===== src/rtl/approx_mac_pkg.sv =====
// Shared types, default widths and helpers for the approximate MAC back end.
// Saturating accumulation is selected with the ACC_SAT_EN macro in approx_mac_accum.
package approx_mac_pkg;

  localparam int unsigned DefProdW  = 16;
  localparam int unsigned DefAccW   = 24;
  localparam int unsigned DefCntW   = 8;
  localparam int unsigned DefVecLen = 8;
  localparam int unsigned MaxAccW   = 64;

  typedef enum logic [0:0] {
    StIdle,
    StAccum
  } mac_state_e;

  // All-ones value of an accumulator 'width' bits wide, right-aligned in MaxAccW bits.
  function automatic logic [MaxAccW-1:0] acc_sat_val(input int unsigned width);
    acc_sat_val = {MaxAccW{1'b1}} >> (MaxAccW - width);
  endfunction

endpackage


===== src/rtl/approx_mac_out_slot.sv =====
// One-entry registered result slot with valid/ready handshake.
// A load in the same cycle as a pop refills the slot without a bubble.
module approx_mac_out_slot #(
  parameter int unsigned ACC_W = 24,
  parameter int unsigned CNT_W = 8
) (
  input  logic             clk_i,
  input  logic             rst_ni,
  input  logic             load_i,
  input  logic [ACC_W-1:0] data_i,
  input  logic [CNT_W-1:0] count_i,
  input  logic             ovf_i,
  output logic             space_o,
  output logic             valid_o,
  input  logic             ready_i,
  output logic [ACC_W-1:0] data_o,
  output logic [CNT_W-1:0] count_o,
  output logic             ovf_o
);

  logic             valid_q, valid_d;
  logic [ACC_W-1:0] data_q, data_d;
  logic [CNT_W-1:0] count_q, count_d;
  logic             ovf_q, ovf_d;

  always_comb begin
    valid_d = valid_q;
    data_d  = data_q;
    count_d = count_q;
    ovf_d   = ovf_q;
    if (valid_q && ready_i) begin
      valid_d = 1'b0;
    end
    if (load_i) begin
      valid_d = 1'b1;
      data_d  = data_i;
      count_d = count_i;
      ovf_d   = ovf_i;
    end
  end

  always_ff @(posedge clk_i or negedge rst_ni) begin
    if (!rst_ni) begin
      valid_q <= 1'b0;
      data_q  <= '0;
      count_q <= '0;
      ovf_q   <= 1'b0;
    end else begin
      valid_q <= valid_d;
      data_q  <= data_d;
      count_q <= count_d;
      ovf_q   <= ovf_d;
    end
  end

  assign space_o = !valid_q || ready_i;
  assign valid_o = valid_q;
  assign data_o  = data_q;
  assign count_o = count_q;
  assign ovf_o   = ovf_q;

endmodule


===== src/rtl/approx_mac_accum.sv =====
// Accumulates a stream of unsigned products into per-vector sums (MAC back end).
// Define ACC_SAT_EN to clamp the accumulator on overflow instead of wrapping.
module approx_mac_accum
  import approx_mac_pkg::*;
#(
  parameter int unsigned PROD_W  = DefProdW,
  parameter int unsigned ACC_W   = DefAccW,
  parameter int unsigned VEC_LEN = DefVecLen,
  parameter int unsigned CNT_W   = DefCntW
) (
  input  logic              clk_i,
  input  logic              rst_ni,
  input  logic              clr_i,
  input  logic              prod_valid_i,
  output logic              prod_ready_o,
  input  logic [PROD_W-1:0] prod_data_i,
  input  logic              prod_last_i,
  output logic              acc_valid_o,
  input  logic              acc_ready_i,
  output logic [ACC_W-1:0]  acc_data_o,
  output logic [CNT_W-1:0]  acc_count_o,
  output logic              acc_ovf_o
);

  localparam logic             AutoTerm = (VEC_LEN != 0);
  localparam logic [CNT_W-1:0] LastCnt  = AutoTerm ? CNT_W'(VEC_LEN - 1) : '0;
  localparam logic [CNT_W-1:0] CntMax   = '1;
`ifdef ACC_SAT_EN
  localparam logic [ACC_W-1:0] AccSat   = ACC_W'(acc_sat_val(ACC_W));
`endif

  mac_state_e       state_q, state_d;
  logic [ACC_W-1:0] acc_q, acc_d;
  logic [CNT_W-1:0] cnt_q, cnt_d;
  logic             ovf_q, ovf_d;

  logic             beat, terminal, fresh, carry, load;
  logic [ACC_W-1:0] acc_base, acc_add;
  logic [CNT_W-1:0] cnt_base, cnt_add;
  logic             ovf_base, ovf_add;
  logic [ACC_W:0]   sum;

  always_comb begin
    beat  = prod_valid_i && prod_ready_o;
    // A vector always starts from zero, independent of any leftover register contents.
    fresh    = (state_q == StIdle);
    acc_base = fresh ? '0 : acc_q;
    cnt_base = fresh ? '0 : cnt_q;
    ovf_base = fresh ? 1'b0 : ovf_q;

    terminal = prod_last_i || (AutoTerm && (cnt_base == LastCnt));
    sum      = {1'b0, acc_base} + {{(ACC_W + 1 - PROD_W){1'b0}}, prod_data_i};
    carry    = sum[ACC_W];
`ifdef ACC_SAT_EN
    // Once clamped, every further add carries again, so the clamp holds for the vector.
    acc_add  = carry ? AccSat : sum[ACC_W-1:0];
`else
    acc_add  = sum[ACC_W-1:0];
`endif
    cnt_add  = (cnt_base == CntMax) ? CntMax : cnt_base + CNT_W'(1);
    ovf_add  = ovf_base | carry;

    state_d = state_q;
    acc_d   = acc_q;
    cnt_d   = cnt_q;
    ovf_d   = ovf_q;
    load    = 1'b0;

    if (clr_i) begin
      state_d = StIdle;
      acc_d   = '0;
      cnt_d   = '0;
      ovf_d   = 1'b0;
    end else if (beat) begin
      if (terminal) begin
        load    = 1'b1;
        state_d = StIdle;
        acc_d   = '0;
        cnt_d   = '0;
        ovf_d   = 1'b0;
      end else begin
        state_d = StAccum;
        acc_d   = acc_add;
        cnt_d   = cnt_add;
        ovf_d   = ovf_add;
      end
    end
  end

  always_ff @(posedge clk_i or negedge rst_ni) begin
    if (!rst_ni) begin
      state_q <= StIdle;
      acc_q   <= '0;
      cnt_q   <= '0;
      ovf_q   <= 1'b0;
    end else begin
      state_q <= state_d;
      acc_q   <= acc_d;
      cnt_q   <= cnt_d;
      ovf_q   <= ovf_d;
    end
  end

  approx_mac_out_slot #(
    .ACC_W(ACC_W),
    .CNT_W(CNT_W)
  ) u_out_slot (
    .clk_i  (clk_i),
    .rst_ni (rst_ni),
    .load_i (load),
    .data_i (acc_add),
    .count_i(cnt_add),
    .ovf_i  (ovf_add),
    .space_o(prod_ready_o),
    .valid_o(acc_valid_o),
    .ready_i(acc_ready_i),
    .data_o (acc_data_o),
    .count_o(acc_count_o),
    .ovf_o  (acc_ovf_o)
  );

endmodule


===== config.mk =====
export PLATFORM = sky130hd
export DESIGN_NAME = approx_mac_accum
export DESIGN_NICKNAME = d
export VERILOG_FILES = /design/src/rtl/approx_mac_pkg.sv /design/src/rtl/approx_mac_out_slot.sv /design/src/rtl/approx_mac_accum.sv
export SDC_FILE = /design/constraint.sdc
export NUM_CORES = 1
export LEC_CHECK = 0
export BUFFER_PORTS_ARGS = -buffer_cell sky130_fd_sc_hd__buf_2
export CORE_MARGIN = 10
export CORE_UTILIZATION = 58
export DETAILED_ROUTE_END_ITERATION = 7
export GPL_ROUTABILITY_DRIVEN = 0
export GPL_TIMING_DRIVEN = 0
export PLACE_DENSITY = 0.81
export SYNTH_ARGS = -nofsm -noshare
export SYNTH_HDL_FRONTEND = slang
export SYNTH_SLANG_ARGS = --single-unit

===== constraint.sdc =====
create_clock -name clk_i -period 3.7 [get_ports clk_i]
set_input_delay 0.74 -clock clk_i [delete_from_list [all_inputs] [get_ports clk_i]]
set_output_delay 0.74 -clock clk_i [all_outputs]
set_load 0.05 [all_outputs]

# After elaboration in Yosys (flattened, before gate mapping)
# Cells that the tools add are included.
[word_totals] register_bits=68 elab_cells=41
[classes] n_mux=21 add_sub_neg=2 bitwise=1 n_eq_ne=2 n_reduce_logical=7
[op_table] op="$mux W24" n=4
[op_table] op="$mux W8" n=5
[op_table] op="$add A24 B16 Y25" n=1
[op_table] op="$mux W1" n=12
[op_table] op="$add A8 B1 Y8 const B" n=1
[op_table] op="$eq A8 B3 Y1 const B" n=1
[op_table] op="$eq A8 B8 Y1 const B" n=1
[op_table] op="$reduce_bool A2 Y1" n=2
[op_table] op="$logic_and A1 B1 Y1" n=2
[op_table] op="$logic_or A1 B1 Y1" n=2
[op_table] op="$logic_not A1 Y1" n=1
[op_table] op="$or A1 B1 Y1" n=1

# Depth between registers and ports, before layout
# Gate-level depths: netlist of run 1.
[depth] depth_word=7 mapped_depth=14

# Cells and area by module
# A second synthesis of run 1 with hierarchy kept.
[unflattened] cells_unflattened=408 hier_area_um2=4312.9
[by_module_without_submodules] mod="approx_mac_accum" seq_area_each_um2=850.8 area_per_inst_um2=2897.8 instances=1 cells_per_inst=335
[by_module_without_submodules] mod="approx_mac_out_slot" seq_area_each_um2=850.8 area_per_inst_um2=1415.1 instances=1 cells_per_inst=73

# Worst setup path after synthesis of run 1
# Ideal clock, no wire load.
[synth_timing] kind="reg-to-reg" start="reg state_q" end="reg acc_q[22]" stages_incl_launch_ff=15 arrival_ns=2.913 n_path_buf=3 slack_ns=0.665 cell_sequence="dfrtp_1 > buf_6 > buf_6 > clkbuf_1 > and2_1 > ha_1 > inv_1 > fa_1 > nor2b_1 > o2111ai_1 > a2111oi_4 > o31ai_2 > nor3b_4 > o21ai_1 > a32o_1"
[synth_via] elab_chain_len=6
[synth_lines] item="start: declaration" line="approx_mac_accum.sv:32" text="mac_state_e state_q, state_d;"
[synth_lines] item="start signal: assignment" line="approx_mac_accum.sv:92" text="state_q <= StIdle;"
[synth_lines] item="start signal: assignment" line="approx_mac_accum.sv:97" text="state_q <= state_d;"
[synth_lines] item="parallel branches: the longest is 3 deep, another holds $add A24 B16 Y25"
[synth_lines] item="$mux W24 *" line="approx_mac_accum.sv:75" text="if (terminal) begin"
[synth_lines] item="$mux W24 *" line="approx_mac_accum.sv:74" text="end else if (beat) begin"
[synth_lines] item="$mux W24 *" line="approx_mac_accum.sv:69" text="if (clr_i) begin"
[synth_lines] item="end signal: assignment" line="approx_mac_accum.sv:93" text="acc_q <= '0;"
[synth_lines] item="end signal: assignment" line="approx_mac_accum.sv:98" text="acc_q <= acc_d;"
[synth_lines] item="end: declaration" line="approx_mac_accum.sv:33" text="logic [ACC_W-1:0] acc_q, acc_d;"
# Mark *: on every way between the ends. The select of a mux whose other input is x is not followed.
# A chain may end at the register's enable or synchronous reset.

# Worst setup path in the final report of run 1
[layout_timing] start="reg state_q" end="reg u_out_slot.data_q[14] (netlist: u_out_slot.data_o[14])"
[layout_via] elab_chain_len=6
[layout_lines] item="parallel branches: the longest is 6 deep, another holds $add A24 B16 Y25"
[layout_lines] item="end signal: assignment" line="approx_mac_out_slot.sv:50" text="data_q <= data_d;"
[layout_lines] item="end: declaration" line="approx_mac_out_slot.sv:22" text="logic [ACC_W-1:0] data_q, data_d;"
# Parallel ways; which one is timed is not known.

==> flow_metrics.env, run 1 <==
export IMPL_status="completed"
export IMPL_clockBufferDepth=2
export IMPL_setup_ws_ns=0.3459
export IMPL_synthDistinctLibCells=63
export IMPL_hold_viol=0
export IMPL_cts_num_sinks=68
export IMPL_post_route_min_period_ns=3.354
export IMPL_seq_area_frac_synth_pct=42.69
export IMPL_multiInputGateArea_um2=2138
export IMPL_p_total_mw=1.918
export IMPL_dieWidth_um=102.9
export IMPL_first_iter_violations=270
export IMPL_post_cts_resized=0
export IMPL_diodes=0
export IMPL_met1_usage_pct=25.75
export IMPL_synth_nets=479
export IMPL_die_area_um2=10590
export IMPL_cp_arrival_ns=3.57
export IMPL_grt_usage_pct=20.83
export IMPL_clock_skew_final_ns=0.009299
export IMPL_drtPass1Iterations=5
export IMPL_ioPinCount=57
export IMPL_htree_num_levels=3
export IMPL_drive_above_1_share_pct=19.61
export IMPL_crit_required_ns=3.91
export IMPL_rows=30
export IMPL_drtAntennaViolNets=0
export IMPL_grt_busiest_layer="met2"
export IMPL_setup_viol=0
export IMPL_drc_errors=0
export IMPL_fin_nets=545
export IMPL_hold_depth=2
export IMPL_syn_area_um2=3986
export IMPL_register_area_um2=1702
export IMPL_dieHeight_um=102.9
export IMPL_place_ws_ns=0.05908
export IMPL_power_density_nw_per_um2=418.1
export IMPL_via_per_inst=6.195
export IMPL_reg2reg_to="u_out_slot.data_o[14]"
export IMPL_hold_class="reg -> reg"
export IMPL_ir_worst_vdd_uv=241.5
export IMPL_yosys_area_top_type="dfrtp_1"
export IMPL_start_kind="register"
export IMPL_vias=3655
export IMPL_path_clk_slew_ns=0.08
export IMPL_gr_usage_met3_pct=5.228
export IMPL_post_route_period_util_pct=90.65
export IMPL_yosys_warnings=0
export IMPL_rsz0062_at_grt="false"
export IMPL_areaGrowthSynthToFinish_pct=15.10
export IMPL_worst_pin_slew_ns=0.9527
export IMPL_port_buffer_count=56
export IMPL_synthCells=439
export IMPL_cts_buffers=9
export IMPL_fin_tns_setup_ns=0
export IMPL_synth_area_leaders="dfrtp_1 (43%), nand2_1 (8.4%), ha_1 (5.3%)"
export IMPL_grt_pass1_wl_mm=17.16
export IMPL_max_slew_margin_rel_pct=36.49
export IMPL_grt_pass1_vias=3553
export IMPL_cp_max_fo=10
export IMPL_slew_viol_final=0
export IMPL_insertion_delay_ns=0.36
export IMPL_r2r_setup_slack_ns=0.35
export IMPL_post_cts_buffers=0
export IMPL_totalWireLength_mm=10.49
export IMPL_overflow=0
export IMPL_yosysTopAreaCellShare_pct=42.69
export IMPL_use_met2_pct=33.59
export IMPL_wl_per_cell_um=17.78
export IMPL_yosys_register_bits=68
export IMPL_ys_flop_type="dfrtp_1"
export IMPL_reg2reg_depth=10
export IMPL_p_leak_nw=2.182
export IMPL_place_hpwl_mm=7.298
export IMPL_synthArstFlopShare_pct=100.0
export IMPL_initial_core_util_pct=59.33
export IMPL_fillers=560
export IMPL_core_um2=6719
export IMPL_crit_type="reg -> reg"
export IMPL_fmax_mhz=298.1
export IMPL_hold_buffers=0
export IMPL_hp_start="u_out_slot.count_o[2]"
export IMPL_drv_cap=0
export IMPL_r2r_start="state_q"
export IMPL_antenna_found_initial=0
export IMPL_ctsRootBufferMaster="clkbuf_8"
export IMPL_worstSetupEndpointType="register"
export IMPL_synth_edf_count=0
export IMPL_grt_max_degree=69
export IMPL_cts_tree="yes"
export IMPL_cp_startpoint="state_q"
export IMPL_holdPathEnd="u_out_slot.count_o[2]"
export IMPL_avgSynthCellArea_um2=9.080
-- logic make-up (layout without fill, tap and decap cells) --
logic type | count (synthesis) | after routing | share of synthesized area (%)
AOI/OAI and AO/OA | 123 | 123 | 20.40
and+or+nand+nor | 177 | 177 | 21.69
DFF | 68 | 68 | 42.69
muxes | 4 | 4 | 1.099
buffers and inverters | 28 | 99 | 3.672
adders and majority gates | 18 | 18 | 5.838
xor gates and xnor gates | 21 | 21 | 4.614
-- metal layers --
metal / part of all wire (%) / vias up
met5: 0 / -
met4: 2.2 / 0
met3: 8.1 / 24
met2: 47 / 164
met1: 42 / 1777
li1: - / 1690
-- where the power goes --
part           internal (mW)  leakage [nW]  switching (mW)
clock                  0.384         0.110           0.321
sequential             0.793         0.910          0.0278
combinational         0.0986          1.16           0.294
-- cell usage after synthesis (all sizes together) (5+ instances only) --
| master | n |
|---|---|
| inv | 10 |
| a21oi | 29 |
| xor2 | 8 |
| o21ai | 47 |
| o22ai | 5 |
| nand4 | 5 |
| ha | 17 |
| nor2 | 21 |
| and2 | 17 |
| nand2b | 6 |
| nand2 | 90 |
| nor3 | 5 |
| nand3 | 12 |
| clkbuf | 11 |
| buf | 7 |
| a22o | 12 |
| xnor2 | 13 |
| dfrtp | 68 |
-- per-stage QoR --
| step | hold slack [ns] | std cells | cell area (um2) | utilization (%) |
|---|---|---|---|---|
| floorplan | 0.4424 | 439 | 3986 | - |
| global placement | 0.4481 | 575 | 4367 | 64.99 |
| detailed placement | 0.4567 | 575 | 4369 | 65.03 |
| CTS | 0.4753 | 591 | 4592 | 68.34 |
| global route | 0.5085 | 590 | 4588 | 68.29 |
| finish | 0.4705 | 590 | 4588 | 68.29 |
-- sequential cells by signal, summed over array words and instances, names as in the netlist --
register / flops
acc_q: 24
u_out_slot.data_o: 24
cnt_q: 8
u_out_slot.count_o: 8
ovf_q: 1
state_q: 1
u_out_slot.ovf_o: 1
u_out_slot.valid_o: 1
-- worst max-delay path, cell delays in order, from the launching register on --
cell and delay, ns:
dfrtp_1 0.43, buf_6 0.16, clkbuf_1 0.25, and2_1 0.22
ha_1 0.27, and4b_1 0.21, a21oi_1 0.31, or3_1 0.19
clkbuf_1 0.40, clkbuf_1 0.56, o22ai_1 0.19
-- worst max-delay path by stage --
stage                       endpoint  slack [ns]  cells past startpoint
2_1_floorplan              acc_q[22]        0.67                     14
3_3_place_gp   u_out_slot.data_o[22]        0.11                     14
3_5_place_dp   u_out_slot.data_o[22]        0.06                     14
4_1_cts        u_out_slot.data_o[22]        0.04                     14
5_1_grt        u_out_slot.data_o[14]        0.10                     10
6_report       u_out_slot.data_o[14]        0.35                     10
-- area by class of cell --
cell class,count,share of cell area (%)
inverters,10,0.8181
clock inverters,7,2.154
well taps,80,2.182
repair buffers,56,6.163
multi-input cells,343,46.60
flip-flops and latches,68,37.09
plain buffers,17,2.291
clock buffers,9,2.700
-- placed cells by master, fill, tap and decap left out, types with 2 or more instances in the layout --
master,n
a21o_1,2
a21oi_1,28
a22o_1,12
a31o_2,2
a31oi_1,2
a32o_1,3
and2_1,17
and3_1,3
buf_2,55
buf_4,2
buf_6,5
bufinv_16,2
clkbuf_1,10
clkbuf_8,9
dfrtp_1,68
ha_1,17
inv_1,10
inv_6,2
mux2_2,3
nand2_1,89
nand2b_1,6
nand3_1,12
nand4_1,5
nor2_1,19
nor2_2,2
nor2b_1,3
nor3_1,4
nor4_1,2
o211ai_1,4
o21ai_0,29
o21ai_1,18
o21bai_1,2
o22ai_1,5
o31ai_2,2
or3_1,2
xnor2_1,13
xor2_1,8
No activity file was read; power rests on OpenSTA's default activity.
==> run 2: changes to the inputs <==
Settings changed: PLACE_DENSITY 0.81 to 0.8, SYNTH_HIERARCHICAL set to 1.
Clock period 3.7 ns to 3.3 ns, I/O delays scaled along.
==> flow_metrics.env, run 2 <==
export IMPL_status="completed"
export IMPL_fin_util_pct=67.86
export IMPL_yosys_area_top_type="dfrtp_1"
export IMPL_synth_edf_count=0
export IMPL_avgSynthCellArea_um2=10.57
export IMPL_drtAntennaViolNets=0
export IMPL_place_hpwl_mm=7.182
export IMPL_post_cts_buffers=0
export IMPL_cts_num_sinks=68
export IMPL_diodes=0
export IMPL_mostFrequentLayoutCells="dfrtp_1 (67), buf_2 (62), nand2_1 (36), mux2_4 (29), a22o_1 (24)"
export IMPL_p_leak_nw=2.346
export IMPL_drtPass1Iterations=5
export IMPL_fmax_mhz=324.1
export IMPL_first_iter_violations=145
export IMPL_hold_class="in -> async"
export IMPL_crit_required_ns=3.54
export IMPL_fin_tns_setup_ns=0
export IMPL_dieHeight_um=106.2
export IMPL_fin_nets=514
export IMPL_ctsRootBufferMaster="clkbuf_8"
export IMPL_power_density_nw_per_um2=417.5
export IMPL_cts_tree="yes"
export IMPL_yosysTopAreaCellShare_pct=39.45
export IMPL_wl_per_cell_um=16.78
export IMPL_worstSetupEndpointType="register"
export IMPL_rsz0062_at_grt="false"
export IMPL_stdcell_count=578
export IMPL_ioPinCount=57
export IMPL_initial_core_util_pct=59.46
export IMPL_port_buffer_count=56
export IMPL_yosys_register_bits=68
export IMPL_post_cts_resized=2
export IMPL_max_slew_margin_rel_pct=43.78
export IMPL_grt_pass1_wl_mm=16.33
export IMPL_yosysMostFrequentCell="dfrtp_1"
export IMPL_rows=31
export IMPL_insertion_delay_ns=0.36
export IMPL_drive_above_1_share_pct=28.81
export IMPL_layout_commonest_cell="dfrtp_1"
export IMPL_synthCells=408
export IMPL_whs_ns=0.4066
export IMPL_vias=3353
export IMPL_dieWidth_um=106.2
export IMPL_htree_num_levels=3
export IMPL_path_clk_slew_ns=0.08
export IMPL_synthDistinctLibCells=68
export IMPL_synthArstFlopShare_pct=100.0
export IMPL_hold_viol=0
export IMPL_grt_max_degree=69
export IMPL_cp_arrival_ns=3.33
export IMPL_cp_max_fo=19
export IMPL_slew_viol_final=0
export IMPL_post_route_min_period_ns=3.086
export IMPL_clock_skew_final_ns=0.008526
export IMPL_ys_flop_type="dfrtp_1"
export IMPL_antenna_found_initial=0
export IMPL_grt_usage_pct=17.50
export IMPL_worst_pin_slew_ns=0.8433
export IMPL_core_um2=7253
export IMPL_start_kind="register"
export IMPL_seq_area_frac_synth_pct=39.45
export IMPL_yosys_top_cells_count="dfrtp_1 (68), nand2_1 (36), mux2_4 (29)"
export IMPL_via_per_inst=5.801
export IMPL_cts_buffers=9
export IMPL_clockBufferDepth=2
export IMPL_drv_cap=0
export IMPL_hold_buffers=0
export IMPL_totalWireLength_mm=9.698
export IMPL_drc_errors=0
export IMPL_fillers=575
export IMPL_yosys_warnings=6
export IMPL_crit_type="reg -> reg"
export IMPL_dp_cells=563
export IMPL_grt_pass1_vias=3367
export IMPL_post_route_period_util_pct=93.51
export IMPL_synth_nets=448
export IMPL_die_area_um2=11280
export IMPL_ir_worst_vdd_uv=259.0
export IMPL_synth_area_leaders="dfrtp_1 (39%), mux2_4 (10%), ha_1 (4.9%)"
export IMPL_setup_viol=0
export IMPL_syn_area_um2=4313
export IMPL_areaGrowthSynthToFinish_pct=14.13
export IMPL_overflow=0
## run 2: final cells by class
type,instances,area [um2],area share [%]
Buffer,20,167.7,3.406
Clock buffer,12,155.1,3.152
Clock inverter,4,32.53,0.6609
Inverter,11,41.29,0.8388
Multi-Input combinational cell,308,2416,49.08
Sequential cell,68,1703,34.60
Tap cell,99,123.9,2.517
Timing Repair Buffer,56,282.8,5.745
## run 2: metal layers
layer  part of all wire (%)  global-route usage, %  vias up  wire [um]
met5                      0                      0        -          0
met4                    2.0                  8.317        0        195
met3                    6.2                  4.469       17        604
met2                     45                  26.15      103       4339
met1                     47                  23.18     1624       4558
li1                       -                      -     1609          -
## run 2: kinds of logic after synthesis
logic type / count (synthesis) / synth area share [%]
fa+ha+maj: 18 / 5.396
flops: 68 / 39.45
compound gates: 105 / 17.70
simple gates: 124 / 15.87
mux: 35 / 11.60
buf+inv: 32 / 4.700
xor+xnor: 26 / 5.280
## run 2: power by group
part	switching, mW	leakage (nW)	total [mW]	internal [mW]
Sequential	0.0314	0.902	0.922	0.891
Clock	0.337	0.0892	0.655	0.318
Combinational	0.319	1.35	0.478	0.159
## run 2: final timing paths
check	from	to	slack [ns]	cells after the start
hold reg to reg	acc_q[1]	acc_q[1]	0.50	2
max in group asynchronous	rst_ni	state_q	2.30	1
min in group clk_i	acc_q[1]	acc_q[1]	0.50	2
setup / recovery	state_q	u_out_slot/data_o[22]	0.21	11
hold / removal	rst_ni	acc_q[10]	0.41	1
setup reg to reg	state_q	u_out_slot/data_o[22]	0.21	11
## run 2: metrics by stage
step           total power, mW  setup WS, ns  instance area, um2
2_1_floorplan            1.290        0.2529                4313
3_3_place_gp             1.409       -0.5386                4717
3_5_place_dp             1.419       -0.5368                4720
4_1_cts                  2.074       0.04761                4907
5_1_grt                  2.149       0.03091                4922
6_report                 2.055        0.2143                4922
## run 2: worst max-delay path, stage by stage, from the launching register on
cell and delay (ns):
dfrtp_2 0.45, buf_6 0.20, clkbuf_4 0.22, nand2_1 0.11, fa_1 0.44, and2b_1 0.25, o2111ai_1 0.17, a211oi_2 0.34
nor3_4 0.11, a211oi_2 0.30, xnor2_1 0.11, mux2_4 0.27
